$ cat src/rtl/win_byte_fifo.sv
// Byte-granular circular FIFO: accepts IN_BYTES words and presents a WIN_BYTES sliding window.
// Optional feature macro: WIN_ROW_PAD_EN (a clear at stride 1 seeds one zero pad byte).
module win_byte_fifo #(
  parameter int IN_BYTES    = 8,
  parameter int WIN_BYTES   = 3,
  parameter int DEPTH_BYTES = 16,
  parameter int MAX_STRIDE  = 2,
  parameter int CNT_W       = 5,
  parameter int STR_W       = 2
) (
  input  logic                   clk,
  input  logic                   reset,
  input  logic                   start,
  input  logic                   row_done,
  input  logic [STR_W-1:0]       stride,
  input  logic [8*IN_BYTES-1:0]  in_data,
  input  logic                   in_valid,
  output logic                   in_ready,
  output logic [8*WIN_BYTES-1:0] out_data,
  output logic                   out_valid,
  input  logic                   out_ready,
  output logic [CNT_W-1:0]       count,
  output logic                   stride_err
);
  localparam int PTR_W = (DEPTH_BYTES > 1) ? $clog2(DEPTH_BYTES) : 1;

  logic [7:0]       mem_q [DEPTH_BYTES];
  logic [7:0]       mem_d [DEPTH_BYTES];
  logic [PTR_W-1:0] rd_ptr_q, rd_ptr_d;
  logic [PTR_W-1:0] wr_ptr_q, wr_ptr_d;
  logic [CNT_W-1:0] count_q, count_d;
  logic             stride_err_q, stride_err_d;
  logic             clr, push, pop, stride_bad;
  logic [STR_W-1:0] s_eff;

  // Pointer advance modulo DEPTH_BYTES; k is always below DEPTH_BYTES so one fold suffices.
  function automatic logic [PTR_W-1:0] ptr_add(input logic [PTR_W-1:0] p, input int unsigned k);
    int unsigned t;
    t = 32'(p) + k;
    if (t >= 32'(DEPTH_BYTES)) t = t - 32'(DEPTH_BYTES);
    return t[PTR_W-1:0];
  endfunction

  assign clr        = start | row_done;
  assign stride_bad = (stride == '0) || (32'(stride) > 32'(MAX_STRIDE));
  assign s_eff      = stride_bad ? STR_W'(1) : stride;
  assign in_ready   = ~clr & ((32'(count_q) + 32'(IN_BYTES)) <= 32'(DEPTH_BYTES));
  assign out_valid  = ~clr & (32'(count_q) >= 32'(WIN_BYTES));
  assign push       = in_valid & in_ready;
  assign pop        = out_valid & out_ready;
  assign count      = count_q;
  assign stride_err = stride_err_q;

  always_comb begin
    out_data = '0;
    for (int k = 0; k < WIN_BYTES; k++) begin
      out_data[8*k +: 8] = mem_q[ptr_add(rd_ptr_q, k)];
    end
  end

  always_comb begin
    mem_d        = mem_q;
    rd_ptr_d     = rd_ptr_q;
    wr_ptr_d     = wr_ptr_q;
    count_d      = count_q;
    stride_err_d = start ? 1'b0 : (stride_err_q | stride_bad);
    if (clr) begin
      for (int i = 0; i < DEPTH_BYTES; i++) begin
        mem_d[i] = '0;
      end
      rd_ptr_d = '0;
`ifdef WIN_ROW_PAD_EN
      // Stride-1 rows get a leading zero byte so the first window is left-padded.
      wr_ptr_d = (s_eff == STR_W'(1)) ? PTR_W'(1) : '0;
      count_d  = (s_eff == STR_W'(1)) ? CNT_W'(1) : '0;
`else
      wr_ptr_d = '0;
      count_d  = '0;
`endif
    end else begin
      if (push) begin
        for (int k = 0; k < IN_BYTES; k++) begin
          mem_d[ptr_add(wr_ptr_q, k)] = in_data[8*k +: 8];
        end
        wr_ptr_d = ptr_add(wr_ptr_q, IN_BYTES);
      end
      if (pop) begin
        rd_ptr_d = ptr_add(rd_ptr_q, 32'(s_eff));
      end
      count_d = count_q + (push ? CNT_W'(IN_BYTES) : '0) - (pop ? CNT_W'(s_eff) : '0);
    end
  end

  always_ff @(posedge clk or posedge reset) begin
    if (reset) begin
      for (int i = 0; i < DEPTH_BYTES; i++) begin
        mem_q[i] <= '0;
      end
      rd_ptr_q     <= '0;
      wr_ptr_q     <= '0;
      count_q      <= '0;
      stride_err_q <= 1'b0;
    end else begin
      mem_q        <= mem_d;
      rd_ptr_q     <= rd_ptr_d;
      wr_ptr_q     <= wr_ptr_d;
      count_q      <= count_d;
      stride_err_q <= stride_err_d;
    end
  end

endmodule
$ cat config.mk
export PLATFORM = sky130hd
export DESIGN_NAME = win_byte_fifo
export DESIGN_NICKNAME = d
export VERILOG_FILES = /design/src/rtl/win_byte_fifo.sv
export SDC_FILE = /design/constraint.sdc
export NUM_CORES = 1
export LEC_CHECK = 0
export BUFFER_PORTS_ARGS = -buffer_cell sky130_fd_sc_hd__buf_4
export CAP_MARGIN = 20
export CELL_PAD_IN_SITES_DETAIL_PLACEMENT = 2
export CELL_PAD_IN_SITES_GLOBAL_PLACEMENT = 2
export CORE_ASPECT_RATIO = 0.9
export CORE_MARGIN = 10
export CORE_UTILIZATION = 28
export DETAILED_ROUTE_END_ITERATION = 7
export PLACE_DENSITY = 0.68
export SLEW_MARGIN = 20
export SYNTH_ARGS = -nofsm -noshare
export SYNTH_HDL_FRONTEND = slang
export SYNTH_SLANG_ARGS = --single-unit
$ cat constraint.sdc
create_clock -name clk -period 5.8 [get_ports clk]
set_input_delay 0.29 -clock clk [delete_from_list [all_inputs] [get_ports clk]]
set_output_delay 0.29 -clock clk [all_outputs]
set_load 0.05 [all_outputs]
# ---- Word level (Yosys, flattened, before mapping)
# Cells that the tools add are included.
dict set report totals {
  regBits 142
  out_inout_bits 32
}
dict set report op_classes {
  addsub 27
  n_lt_le_gt_ge 35
  n_mux 73
  bitwise 18
  n_reduce_logical 12
}
# op count
set op_table {}
lappend op_table {{128-bit bitwise mux} 8}
lappend op_table {{8-bit demux with 4-bit select} 8}
lappend op_table {{128-bit two-way mux} 2}
lappend op_table {{4-bit two-way mux} 34}
lappend op_table {{8-bit two-way mux} 14}
lappend op_table {{5-bit >= comparator (second input constant)} 22}
lappend op_table {{8-bit binary-select mux with 4-bit select} 3}
lappend op_table {{4-bit NOT with 5-bit output} 11}
lappend op_table {{4-bit by 1-bit subtractor with 4-bit output (second input constant)} 13}
lappend op_table {{5-bit by 1-bit less-than comparator with 1-bit output (second input constant)} 8}
lappend op_table {{4-bit by 3-bit adder with 5-bit output (second input constant)} 4}
lappend op_table {{4-bit by 2-bit adder with 5-bit output (second input constant)} 3}
lappend op_table {{4-bit by 1-bit adder with 5-bit output (second input constant)} 2}
lappend op_table {{4-bit by 5-bit >= comparator with 1-bit output (second input constant)} 2}
lappend op_table {{1-bit logical AND} 8}
lappend op_table {{5-bit by 4-bit adder with 6-bit output (second input constant)} 1}
lappend op_table {{6-bit by 5-bit less-or-equal comparator with 1-bit output (second input constant)} 1}
lappend op_table {{4-bit by 2-bit adder with 5-bit output} 1}
lappend op_table {{4-bit by 4-bit adder with 5-bit output (second input constant)} 1}
lappend op_table {{5-bit by 4-bit adder with 5-bit output} 1}
lappend op_table {{5-bit by 2-bit >= comparator with 1-bit output (second input constant)} 1}
lappend op_table {{5-bit two-way mux} 1}
lappend op_table {{5-bit by 2-bit subtractor with 5-bit output} 1}
lappend op_table {{1-bit bitwise AND} 4}
lappend op_table {{other kinds (8)} 11}

# ---- Logic depth before layout (Yosys ltp)
# Gate-level depths: netlist of the first run.
dict set report depth {
  word_depth 21
  mapped_depth 11
  mapped_depth_nobuf 11
}

# ---- Worst setup path after synthesis of the first run
# OpenSTA, ideal clock, no wires.
dict set report synth_timing {
  path_type {reg2reg}
  start {reg count_q[3], in the netlist count[3]}
  end {reg count_q[3], in the netlist count[3]}
  setup_ps 132
  arrival_time_ps 3155
  required_time_ps 5668
  setup_slack_ps 2513
  path_stages_with_launch 11
  path_buffers 0
  period_less_slack_ps 3287
  cell_sequence {dfrtp_1 > inv_1 > ha_1 > a31oi_1 > nand3_1 > ha_1 > ha_1 > inv_1 > fa_1 > xor2_1 > nor2_1}
}
dict set report synth_via {
  elab_cells_between_ends 12
}
# item line
set synth_lines {}
lappend synth_lines {{from (decl)} 31} ;# logic [CNT_W-1:0] count_q, count_d;
lappend synth_lines {{from (signal assigned)} 107} ;# count_q <= count_d;
lappend synth_lines {{5-bit by 2-bit >= comparator with 1-bit output} 48} ;# assign out_valid = ~clr & (32'(count_q) >= 32'(WIN_BYTES));
lappend synth_lines {{1-bit bitwise AND} 48}
lappend synth_lines {{named net out_valid} 20} ;# output logic out_valid,
lappend synth_lines {{1-bit bitwise AND} 50} ;# assign pop = out_valid & out_ready;
lappend synth_lines {{2-bit two-way mux} 90} ;# count_d = count_q + (push ? CNT_W'(IN_BYTES) : '0) - (pop ? CNT_W'(s_eff) : '0);
lappend synth_lines {{5-bit by 2-bit subtractor with 5-bit output} 90}
lappend synth_lines {{5-bit two-way mux} 67} ;# if (clr) begin
lappend synth_lines {{named net count_d[3]} 31}
# The timed path passes the listed nets, and every way through them passes these cells.
# A chain may end at the register's enable or synchronous reset.

# ---- Worst setup path in the final report of the first run
dict set report layout_timing {
  start {reg rd_ptr_q[0]}
  end {out out_data[15]}
}
dict set report layout_via {
  elab_chain_cells 7
  elab_cells_between_ends 8
}
# item line
set layout_rtl {}
lappend layout_rtl {{from (decl)} 29} ;# logic [PTR_W-1:0] rd_ptr_q, rd_ptr_d;
lappend layout_rtl {{from (signal assigned)} 105} ;# rd_ptr_q <= rd_ptr_d;
lappend layout_rtl {{4-bit by 1-bit adder with 5-bit output *} 39} ;# t = 32'(p) + k;
lappend layout_rtl {{4-bit by 1-bit subtractor with 4-bit output or 5-bit >= comparator (tied branches)} 40} ;# if (t >= 32'(DEPTH_BYTES)) t = t - 32'(DEPTH_BYTES);
lappend layout_rtl {{4-bit two-way mux *} 40}
lappend layout_rtl {{4-bit NOT with 5-bit output (not written as such) *} 57} ;# out_data[8*k +: 8] = mem_q[ptr_add(rd_ptr_q, k)];
lappend layout_rtl {{8-bit binary-select mux with 4-bit select *} 57}
lappend layout_rtl {{8-bit two-way mux (not written as such) * (2 in series)} 57}
lappend layout_rtl {{to (decl)} 19} ;# output logic [8*WIN_BYTES-1:0] out_data,
# Mark *: on every way between the ends. The rest lies on a longest branch, timed or not. The select of a mux whose other input is x is not followed.

==> results of run 1 <==
[registers in the layout, indices dropped and copies added (netlist names)]
name,cells
wr_ptr_q,1
count,5
mem_q,128
stride_err,1
rd_ptr_q,4
[power breakdown]
group | switching [W] | internal (W) | total, W
sequential | 0.0000369 | 0.000997 | 0.00103
clock | 0.000441 | 0.000653 | 0.00109
combinational | 0.000169 | 0.000112 | 0.000281
total | 0.000647 | 0.00176 | 0.00241
[critical path, stage by stage, from the launching register on]
cell,delay [ns]
dfrtp_4,0.69
ha_1,1.14
nor2b_1,0.85
a221oi_1,0.26
a32o_1,0.38
buf_4,0.21
[cells in the mapped netlist (all sizes together), types with 6 or more instances]
master    n  area share [%]
a22o    128              13
a21oi    19             1.1
dfrtp   139              41
inv      15            0.66
nand2    59             2.6
clkbuf    7            0.31
buf      58             4.8
xnor2     6            0.62
mux2i    34             4.0
nand3    17             1.0
ha       13             1.9
a211oi   16             1.4
a32o      8            0.94
mux4     80              21
a221oi    8            0.82
nor2b    18             1.3
nor2     14            0.82
[per-stage QoR]
step,setup slack (ns),cell area (um2),utilization [%],total power [W]
floorplan,1.785,8532,-,0.001212
global placement,2.080,9489,31.68,0.001327
detailed placement,1.987,9489,31.68,0.001335
CTS,1.475,10050,33.56,0.002430
global route,1.383,10060,33.60,0.002501
finish,1.527,10060,33.60,0.002408
[worst max-delay path by stage]
| stage | to | slack, ns |
|---|---|---|
| 6_report | out_data[15] | 1.53 |
| 5_1_grt | out_data[15] | 1.38 |
| 4_1_cts | out_data[15] | 1.48 |
| 3_5_place_dp | out_data[15] | 1.99 |
| 3_3_place_gp | out_data[14] | 2.08 |
| 2_1_floorplan | count[0]$_DFF_PP0_ | 1.79 |
[metal layers]
metal	up-vias	global-route usage [%]
met4	0	2.930
met3	17	2.590
met1	3542	22.43
li1	2753	-
met5	-	0
met2	164	26.78
[final cells by class]
cell class              count  area, um2  area share, %
clock inverters             7      91.34         0.9076
multi-input cells         442       4602          45.73
well taps                 403      504.2          5.011
inverters                  15      61.31         0.6092
flip-flops and latches    139       3485          34.63
clock buffers              24      471.7          4.687
repair buffers            113      848.3          8.430
[logic make-up (layout without fill, tap and decap cells)]
logic type,after synthesis,count (layout),synth area share (%)
DFF,139,139,40.77
AOI/OAI and AO/OA,190,190,18.46
xor gates and xnor gates,8,8,1.041
adders and majority gates,15,15,2.376
muxes,114,114,25.11
buffers and inverters,80,159,5.793
and+or+nand+nor,115,115,6.453
[layout by cell type (no fill, tap or decap), drive strengths merged, types with 2 or more instances in the layout]
master and instances:
a211oi 16, a21o 2, a21oi 19, a221oi 8, a22o 128, a32o 8
and2 2, buf 113, bufinv 2, clkbuf 24, clkinv 4, dfrtp 139
fa 2, ha 13, inv 15, mux2i 34, mux4 80, nand2 59
nand3 17, nor2 14, nor2b 18, o21a 2, o21ai 2, or3 2
xnor2 6, xor2 2
==> results.sh, run 1 <==
export IMPL_status="finished, final reports clean"
export IMPL_portBuffers=103
export IMPL_num_vias=6476
export IMPL_synthCells=661
export IMPL_wl_per_cell_um=26.57
export IMPL_maxCapViolCount=0
export IMPL_cts_buffers_inserted=17
export IMPL_finalHoldViolations=0
export IMPL_overflow=0
export IMPL_io_pins=104
export IMPL_cellLeakagePower_nw=4.201
export IMPL_die_h_um=185.6
export IMPL_r2r_setup_slack_ns=2.92
export IMPL_place_gp_congestion=0.7588
export IMPL_r2r_start="count[3]$_DFF_PP0_"
export IMPL_root_buffer="clkbuf_16"
export IMPL_htreeDepth=4
export IMPL_synth_seq_cells=139
export IMPL_rows=60
export IMPL_antennaDiodeCount=0
export IMPL_numPlacedInstances=1112
export IMPL_hold_buffers=0
export IMPL_wl_met3_um=1131
export IMPL_met1Wirelength_um=14300
export IMPL_slew_viol_final=0
export IMPL_cts_resized=0
export IMPL_ir_drop_uv=200.5
export IMPL_ys_seq_area_share_pct=40.77
export IMPL_clk_latency_ns=0.43
export IMPL_firstDrtPassIters=5
export IMPL_drive_gt1_share_pct=31.62
export IMPL_stdcell_count=1143
export IMPL_syn_nets=748
export IMPL_r2r_cells=7
export IMPL_power_density_mw_per_mm2=239.3
export IMPL_async_flop_share_pct=100.0
export IMPL_cts_buffer_depth=2
export IMPL_startpoint="rd_ptr_q[0]$_DFFE_PP0P_"
export IMPL_coreArea_mm2=0.02995
export IMPL_synthFlopType="dfrtp_1"
export IMPL_final_fill_count=3095
export IMPL_grt_pass1_wl_um=47130
export IMPL_via_per_inst=5.666
export IMPL_grt_pass1_vias=7258
export IMPL_tightest_slew_ns=1.140
export IMPL_antenna_found_initial=0
export IMPL_tns_ns=0
export IMPL_area_growth_pct=17.95
export IMPL_finalSetupViolations=0
export IMPL_achievable_frequency_ghz=0.2340
export IMPL_layout_min_cycle_time_ns=4.273
export IMPL_clk_pin_slew_ns=0.06
export IMPL_crit_fanout=33
export IMPL_ys_types=38
export IMPL_ys_warn_count=0
export IMPL_relSlewSlack_pct=24.02
export IMPL_syn_avg_cell_area_um2=12.91
export IMPL_drcViolationCount=0
export IMPL_die_area_mm2=0.03786
export IMPL_grt_max_degree=85
export IMPL_drt_iter0_markers=462
export IMPL_critical_path_class="register to output port"
export IMPL_top_layer="met4"
export IMPL_synth_edf_count=0
export IMPL_clock_skew_ns=0.01276
export IMPL_hold_path_class="input pin to asynchronous set/reset pin"
export IMPL_met2_wirelength_um=14730
export IMPL_postCtsSetupRepairBufs=0
export IMPL_whs_ns=0.01700
export IMPL_antenna_left=0
export IMPL_rsz0062_at_grt="false"
export IMPL_r2r_end="mem_q[35]$_DFFE_PP0P_"
export IMPL_grt_util_all_layers_pct=16.31
export IMPL_dp_hpwl_um=20190
export IMPL_arrival_ns=3.98
export IMPL_startpoint_type="register"
export IMPL_period_share_pct=73.67
export IMPL_setup_worst_path_end_class="output port"
export IMPL_wl_um=30360
export IMPL_final_nets=815
export IMPL_cts_tree="done"
export IMPL_initial_core_util_pct=28.48
export IMPL_fp_dieW_um=204
export IMPL_cp_required_ns=5.51
export IMPL_syn_area_mm2=0.008532
export IMPL_cts_sinks=139
Power figures use the tool's default switching activity.
==> inputs of run 2 (changes only) <==
--- a/config.mk
+++ b/config.mk
@@ -13,7 +13,7 @@
 export CORE_MARGIN = 10
 export CORE_UTILIZATION = 28
 export DETAILED_ROUTE_END_ITERATION = 7
-export PLACE_DENSITY = 0.68
+export PLACE_DENSITY = 0.7
 export SLEW_MARGIN = 20
 export SYNTH_ARGS = -nofsm -noshare
 export SYNTH_HDL_FRONTEND = slang
==> constraint.sdc (replaced) <==
create_clock -name clk -period 3.85 [get_ports clk]
set_input_delay 0.1925 -clock clk [delete_from_list [all_inputs] [get_ports clk]]
set_output_delay 0.1925 -clock clk [all_outputs]
set_load 0.05 [all_outputs]
==> run 2 against run 1 <==
Hold slack better by 0.0059 ns. Wire length is 0.43% higher. Sequential share of layout area is 2.9 points lower. Cell count is 6.6% higher. Largest power group unchanged. Critical endpoint is now out_data[10]. Register-to-register slack worse by 1.6 ns. Non-clock buffer count is 75 higher. Global-route usage is 0.27 points higher. Sequential power is 51% higher. Critical path depth is 2 higher.
==> results.sh, run 2 (same netlist as run 1, synthesis figures left out) <==
export IMPL_htreeDepth=4
export IMPL_largest_register_ffs=128
export IMPL_startpoint="rd_ptr_q[0]$_DFFE_PP0P_"
export IMPL_overflow=0
export IMPL_cp_num_buf_inv=2
export IMPL_hold_buffers=61
export IMPL_startpoint_type="register"
export IMPL_final_common_cell="dfrtp_1"
export IMPL_clk_latency_ns=0.44
export IMPL_grt_pass1_wl_um=48170
export IMPL_firstDrtPassIters=4
export IMPL_cp_top_family="flip-flops"
export IMPL_cellLeakagePower_nw=4.609
export IMPL_cts_sinks=139
export IMPL_slowest_delay_ns=0.76
export IMPL_drt_iter0_markers=442
export IMPL_pwr_share_comb_pct=11.9
export IMPL_p_clk_share_pct=49.8
export IMPL_initial_core_util_pct=28.48
export IMPL_intPower_w=0.003063
export IMPL_num_vias=6741
export IMPL_cts_tree="done"
export IMPL_antennaDiodeCount=0
export IMPL_coreArea_mm2=0.02995
export IMPL_r2r_setup_slack_ns=1.34
export IMPL_dp_hpwl_um=20820
export IMPL_status="finished, final reports clean"
export IMPL_clock_skew_ns=0.009646
export IMPL_portBuffers=103
export IMPL_power_switching_w=0.001006
export IMPL_rows=60
export IMPL_antenna_left=0
export IMPL_cts_buffer_depth=2
export IMPL_antenna_found_initial=0
export IMPL_die_h_um=185.6
export IMPL_final_nets=890
export IMPL_io_pins=104
export IMPL_root_buffer="clkbuf_16"
export IMPL_place_gp_congestion=0.7958
export IMPL_final_cell_mix="dfrtp_1, a22o_1, buf_4"
export IMPL_grt_pass1_vias=7657
export IMPL_finalHoldViolations=0
export IMPL_power_density_mw_per_mm2=370.6
export IMPL_worstHoldStart="in_data[27]"
export IMPL_postCtsSetupRepairBufs=0
export IMPL_cts_buffers_inserted=17
export IMPL_relSlewSlack_pct=42.28
export IMPL_area_growth_pct=28.68
export IMPL_grt_util_all_layers_pct=16.58
export IMPL_top_register="mem_q"
export IMPL_die_area_mm2=0.03786
export IMPL_period_share_pct=89.43
export IMPL_setup_worst_path_end_class="output port"
export IMPL_via_per_inst=5.530
export IMPL_crit_slowest_cell="dfrtp_4"
export IMPL_arrival_ns=3.25
export IMPL_layout_min_cycle_time_ns=3.443
export IMPL_critical_path_class="register to output port"
export IMPL_achievable_frequency_ghz=0.2905
export IMPL_rsz0062_at_grt="false"
export IMPL_fp_dieW_um=204
export IMPL_drcViolationCount=0
export IMPL_ir_drop_uv=301.2
export IMPL_slew_viol_final=0
export IMPL_power_share_sequential_pct=38.3
export IMPL_drive_gt1_share_pct=30.76
export IMPL_maxCapViolCount=0
export IMPL_crit_path_cell_trace="ha_1 > xor2_4 > buf_12 > mux2i_1 > a221oi_1 > a32o_1 > buf_4"
export IMPL_r2r_start="count[3]$_DFF_PP0_"
export IMPL_tns_ns=0
export IMPL_finalSetupViolations=0
export IMPL_crit_fanout=32
export IMPL_cp_required_ns=3.66
export IMPL_clk_pin_slew_ns=0.06
export IMPL_switching_share_pct=24.73
export IMPL_total_power_w=0.004069
export IMPL_wl_um=30500
export IMPL_hold_path_class="input pin to register"
export IMPL_tightest_slew_ns=0.8657
export IMPL_wl_per_cell_um=25.02
export IMPL_grt_max_degree=65
export IMPL_cts_resized=0
[run 2: layer usage]
metal / share of wire (%) / GRT usage [%] / routed length, um
met4: 1.0 / 4.084 / 317
met2: 50 / 28.14 / 15180
met5: 0 / 0 / 0
met1: 45 / 21.43 / 13850
met3: 3.8 / 2.990 / 1150
[run 2: area by class of cell]
cell class	count	area, um2
Inverter	15	60.06
Sequential cell	139	3485
Clock inverter	13	271.5
Tap cell	403	504.2
Fill cell	3031	18970
Clock buffer	19	432.9
Multi-Input combinational cell	442	4584
Timing Repair Buffer	188	1642
[run 2: final timing paths]
check                                        end  cells after the start
setup / recovery                    out_data[10]                      7
hold / removal             mem_q[99]$_DFFE_PP0P_                      2
setup reg to reg           mem_q[28]$_DFFE_PP0P_                      7
hold reg to reg             stride_err$_DFF_PP0_                      2
max in group asynchronous  mem_q[94]$_DFFE_PP0P_                      4
min in group asynchronous  mem_q[21]$_DFFE_PP0P_                      3
[run 2: power groups by stage]
| stage | Clock, W | Sequential [W] | Combinational, W |
|---|---|---|---|
| after floorplan | 0 | 0.00157 | 0.000259 |
| after global placement | 0 | 0.00158 | 0.000428 |
| after detailed placement | 0 | 0.00158 | 0.000437 |
| after CTS | 0.00206 | 0.00156 | 0.000491 |
| after global routing | 0.00211 | 0.00156 | 0.000528 |
| final | 0.00203 | 0.00156 | 0.000485 |
[run 2: stage by stage]
stage / utilization (%) / hold slack [ns] / std cells / setup WS (ns) / instance area (um2)
final: 36.65 / 0.02294 / 1219 / 0.4071 / 10980
after global routing: 36.65 / 0.01142 / 1219 / 0.1655 / 10980
after CTS: 36.55 / 0.0001773 / 1217 / 0.3789 / 10950
after detailed placement: 32.16 / 0.3723 / 1124 / 0.8731 / 9634
after global placement: 32.16 / 0.3681 / 1124 / 0.9801 / 9634
after floorplan: - / 0.2589 / 661 / 0.5633 / 8536
==> inputs of run 3 (changes only) <==
--- a/config.mk
+++ b/config.mk
@@ -5,6 +5,7 @@
 export SDC_FILE = /design/constraint.sdc
 export NUM_CORES = 1
 export LEC_CHECK = 0
+export ABC_AREA = 1
 export BUFFER_PORTS_ARGS = -buffer_cell sky130_fd_sc_hd__buf_4
 export CAP_MARGIN = 20
 export CELL_PAD_IN_SITES_DETAIL_PLACEMENT = 2
@@ -13,7 +14,7 @@
 export CORE_MARGIN = 10
 export CORE_UTILIZATION = 28
 export DETAILED_ROUTE_END_ITERATION = 7
-export PLACE_DENSITY = 0.7
+export PLACE_DENSITY = 0.81
 export SLEW_MARGIN = 20
 export SYNTH_ARGS = -nofsm -noshare
 export SYNTH_HDL_FRONTEND = slang
==> constraint.sdc (replaced) <==
create_clock -name clk -period 3.85 [get_ports clk]
set_input_delay 0.385 -clock clk [delete_from_list [all_inputs] [get_ports clk]]
set_output_delay 0.385 -clock clk [all_outputs]
set_load 0.05 [all_outputs]
==> run 3 against run 2 <==
Sequential share of layout area is 0.23 points higher. Cell count is 49% higher. Flip-flop and latch count stayed put. Critical path depth is 1 higher. Setup slack better by 0.098 ns. Non-clock buffer count is 55 lower. Largest power group unchanged.
==> results.sh, run 3 <==
export IMPL_critical_path_class="register to output port"
export IMPL_setup_worst_path_end_class="output port"
export IMPL_synth_top_cell_area_share_pct=37.56
export IMPL_syn_avg_cell_area_um2=6.948
export IMPL_syn_area_mm2=0.009261
export IMPL_largest_register_ffs=128
export IMPL_clk_latency_ns=0.45
export IMPL_ys_types=28
export IMPL_final_common_cell="nand2_1"
export IMPL_startpoint_type="register"
export IMPL_r2r_end="count[3]$_DFF_PP0_"
export IMPL_io_pins=104
export IMPL_area_growth_pct=17.64
export IMPL_power_density_mw_per_mm2=356.3
export IMPL_startpoint="rd_ptr_q[0]$_DFFE_PP0P_"
export IMPL_portBuffers=103
export IMPL_hold_buffers=0
export IMPL_via_per_inst=5.555
export IMPL_grt_max_degree=101
export IMPL_ys_seq_area_share_pct=37.56
export IMPL_synth_most_common_cell="nand2_1"
export IMPL_slew_viol_final=0
export IMPL_antenna_found_initial=0
export IMPL_async_flop_share_pct=100.0
export IMPL_dp_hpwl_um=30260
export IMPL_yosysTopAreaCell="dfrtp_1"
export IMPL_period_share_pct=86.88
export IMPL_drcViolationCount=0
export IMPL_cp_required_ns=3.46
export IMPL_clk_pin_slew_ns=0.06
export IMPL_die_h_um=192.5
export IMPL_stdcell_count=1811
export IMPL_synth_area_top_cells="dfrtp_1, nand2_1, nand3_1, o211ai_1, nand4_1"
export IMPL_cellLeakagePower_nw=5.213
export IMPL_numPlacedInstances=1779
export IMPL_root_buffer="clkbuf_16"
export IMPL_cts_sinks=139
export IMPL_r2r_cells=12
export IMPL_overflow=0
export IMPL_cp_endpoint="out_data[18]"
export IMPL_post_route_util_pct=33.23
export IMPL_wl_per_cell_um=23.77
export IMPL_grt_pass1_vias=10650
export IMPL_cts_resized=0
export IMPL_die_area_mm2=0.04076
export IMPL_layout_min_cycle_time_ns=3.345
export IMPL_grt_util_all_layers_pct=21.26
export IMPL_synth_seq_cells=139
export IMPL_ys_top_cells_by_count="nand2_1, nand3_1, dfrtp_1, o211ai_1, inv_1"
export IMPL_status="finished, final reports clean"
export IMPL_relSlewSlack_pct=38.04
export IMPL_cts_tree="done"
export IMPL_maxCapViolCount=0
export IMPL_final_nets=1463
export IMPL_final_cell_mix="nand2_1, nand3_1, dfrtp_1"
export IMPL_postCtsSetupRepairBufs=0
export IMPL_clock_skew_ns=0.01821
export IMPL_firstDrtPassIters=7
export IMPL_top_register="mem_q"
export IMPL_antennaDiodeCount=0
export IMPL_r2r_start="count[3]$_DFF_PP0_"
export IMPL_ys_warn_count=0
export IMPL_ir_drop_uv=257.8
export IMPL_achievable_frequency_ghz=0.2990
export IMPL_initial_core_util_pct=28.24
export IMPL_rsz0062_at_grt="false"
export IMPL_cts_buffer_depth=2
export IMPL_htreeDepth=4
export IMPL_rows=63
export IMPL_synth_edf_count=0
export IMPL_arrival_ns=2.96
export IMPL_synthCells=1333
export IMPL_coreArea_mm2=0.03279
export IMPL_tns_ns=0
export IMPL_hold_path_class="input pin to asynchronous set/reset pin"
export IMPL_tightest_slew_ns=0.9293
export IMPL_syn_nets=1420
export IMPL_fp_dieW_um=211.7
export IMPL_finalSetupViolations=0
export IMPL_grt_pass1_wl_um=66270
export IMPL_antenna_left=0
export IMPL_finalHoldViolations=0
export IMPL_place_gp_congestion=0.9068
export IMPL_num_vias=10060
export IMPL_r2r_setup_slack_ns=1.40
export IMPL_crit_fanout=100
export IMPL_wl_um=43050
export IMPL_drive_gt1_share_pct=12.96
export IMPL_cts_buffers_inserted=17
export IMPL_synthFlopType="dfrtp_1"
export IMPL_drt_iter0_markers=852
-- run 3: cell count changes in the layout (fill, tap and decap cells not counted), sizes merged, moves of 16 or more --
cell and change:
a22o -128, nand4 +64, dlygate4sd3 -62, o211ai +118, nand3 +194, a211oi -16, nor2 +36, o21ai +43
nand2 +414, mux2i -34, inv +61, nor2b -18, mux4 -80
-- run 3: logic make-up (layout without fill, tap and decap cells) --
family                     after synthesis  count (layout)  share of synthesized area, %
DFF                                    139             139                         37.56
buffers and inverters                  185             241                         9.011
AOI/OAI and AO/OA                      192             192                         13.65
adders and majority gates               15              15                         2.189
and+or+nand+nor                        799             799                         37.23
xor gates and xnor gates                 3               3                        0.3648
-- run 3: worst min-delay path by stage --
stage / endpoint / depth (start not counted)
global route: stride_err$_DFF_PP0_ / 2
finish: mem_q[89]$_DFFE_PP0P_ / 2
global placement: mem_q[31]$_DFFE_PP0P_ / 2
floorplan: mem_q[104]$_DFFE_PP0P_ / 2
CTS: stride_err$_DFF_PP0_ / 2
detailed placement: mem_q[121]$_DFFE_PP0P_ / 2
-- run 3: metal layers --
| layer | up-vias | share of wire, % | global-route usage (%) |
|---|---|---|---|
| met2 | 225 | 49 | 35.59 |
| met1 | 5203 | 45 | 28.14 |
| met4 | 0 | 1.5 | 5.084 |
| li1 | 4602 | - | - |
| met5 | - | 0 | 0 |
| met3 | 31 | 4.7 | 3.345 |
-- run 3: per-stage QoR --
| stage | area (um2) | total power, W | setup WS (ns) | hold WS (ns) |
|---|---|---|---|---|
| 2_1_floorplan | 9265 | 0.001928 | 1.349 | 0.4419 |
| 3_3_place_gp | 10300 | 0.002171 | 1.086 | 0.4558 |
| 3_5_place_dp | 10300 | 0.002189 | 1.024 | 0.4625 |
| 4_1_cts | 10900 | 0.003924 | 0.5603 | 0.1109 |
| 5_1_grt | 10900 | 0.004043 | 0.3823 | 0.1224 |
| 6_report | 10900 | 0.003882 | 0.5053 | 0.1116 |
-- run 3: power by group --
part	internal [W]	switching (W)	total (W)
Clock	0.000994	0.000724	0.00172
Combinational	0.000180	0.000438	0.000618
Sequential	0.00150	0.0000440	0.00155
Total	0.00268	0.00121	0.00388
-- run 3: layout make-up --
type | instances | area, um2
sequential | 139 | 3483
clock inverter | 12 | 137.6
fill | 3917 | 21900
timing repair buffer | 133 | 1036
clock buffer | 20 | 456.7
multi-input combinational | 1009 | 4965
tap | 422 | 528.0
inverter | 76 | 289.0
-- run 3: worst max-delay path: stages (launching register included) --
cell      delay (ns)
dfrtp_4         0.56
buf_4           0.76
nand2_1         0.22
o211ai_1        0.17
nand3_1         0.15
nand2_1         0.11
nand2_1         0.05
nand2_1         0.21
buf_4           0.25
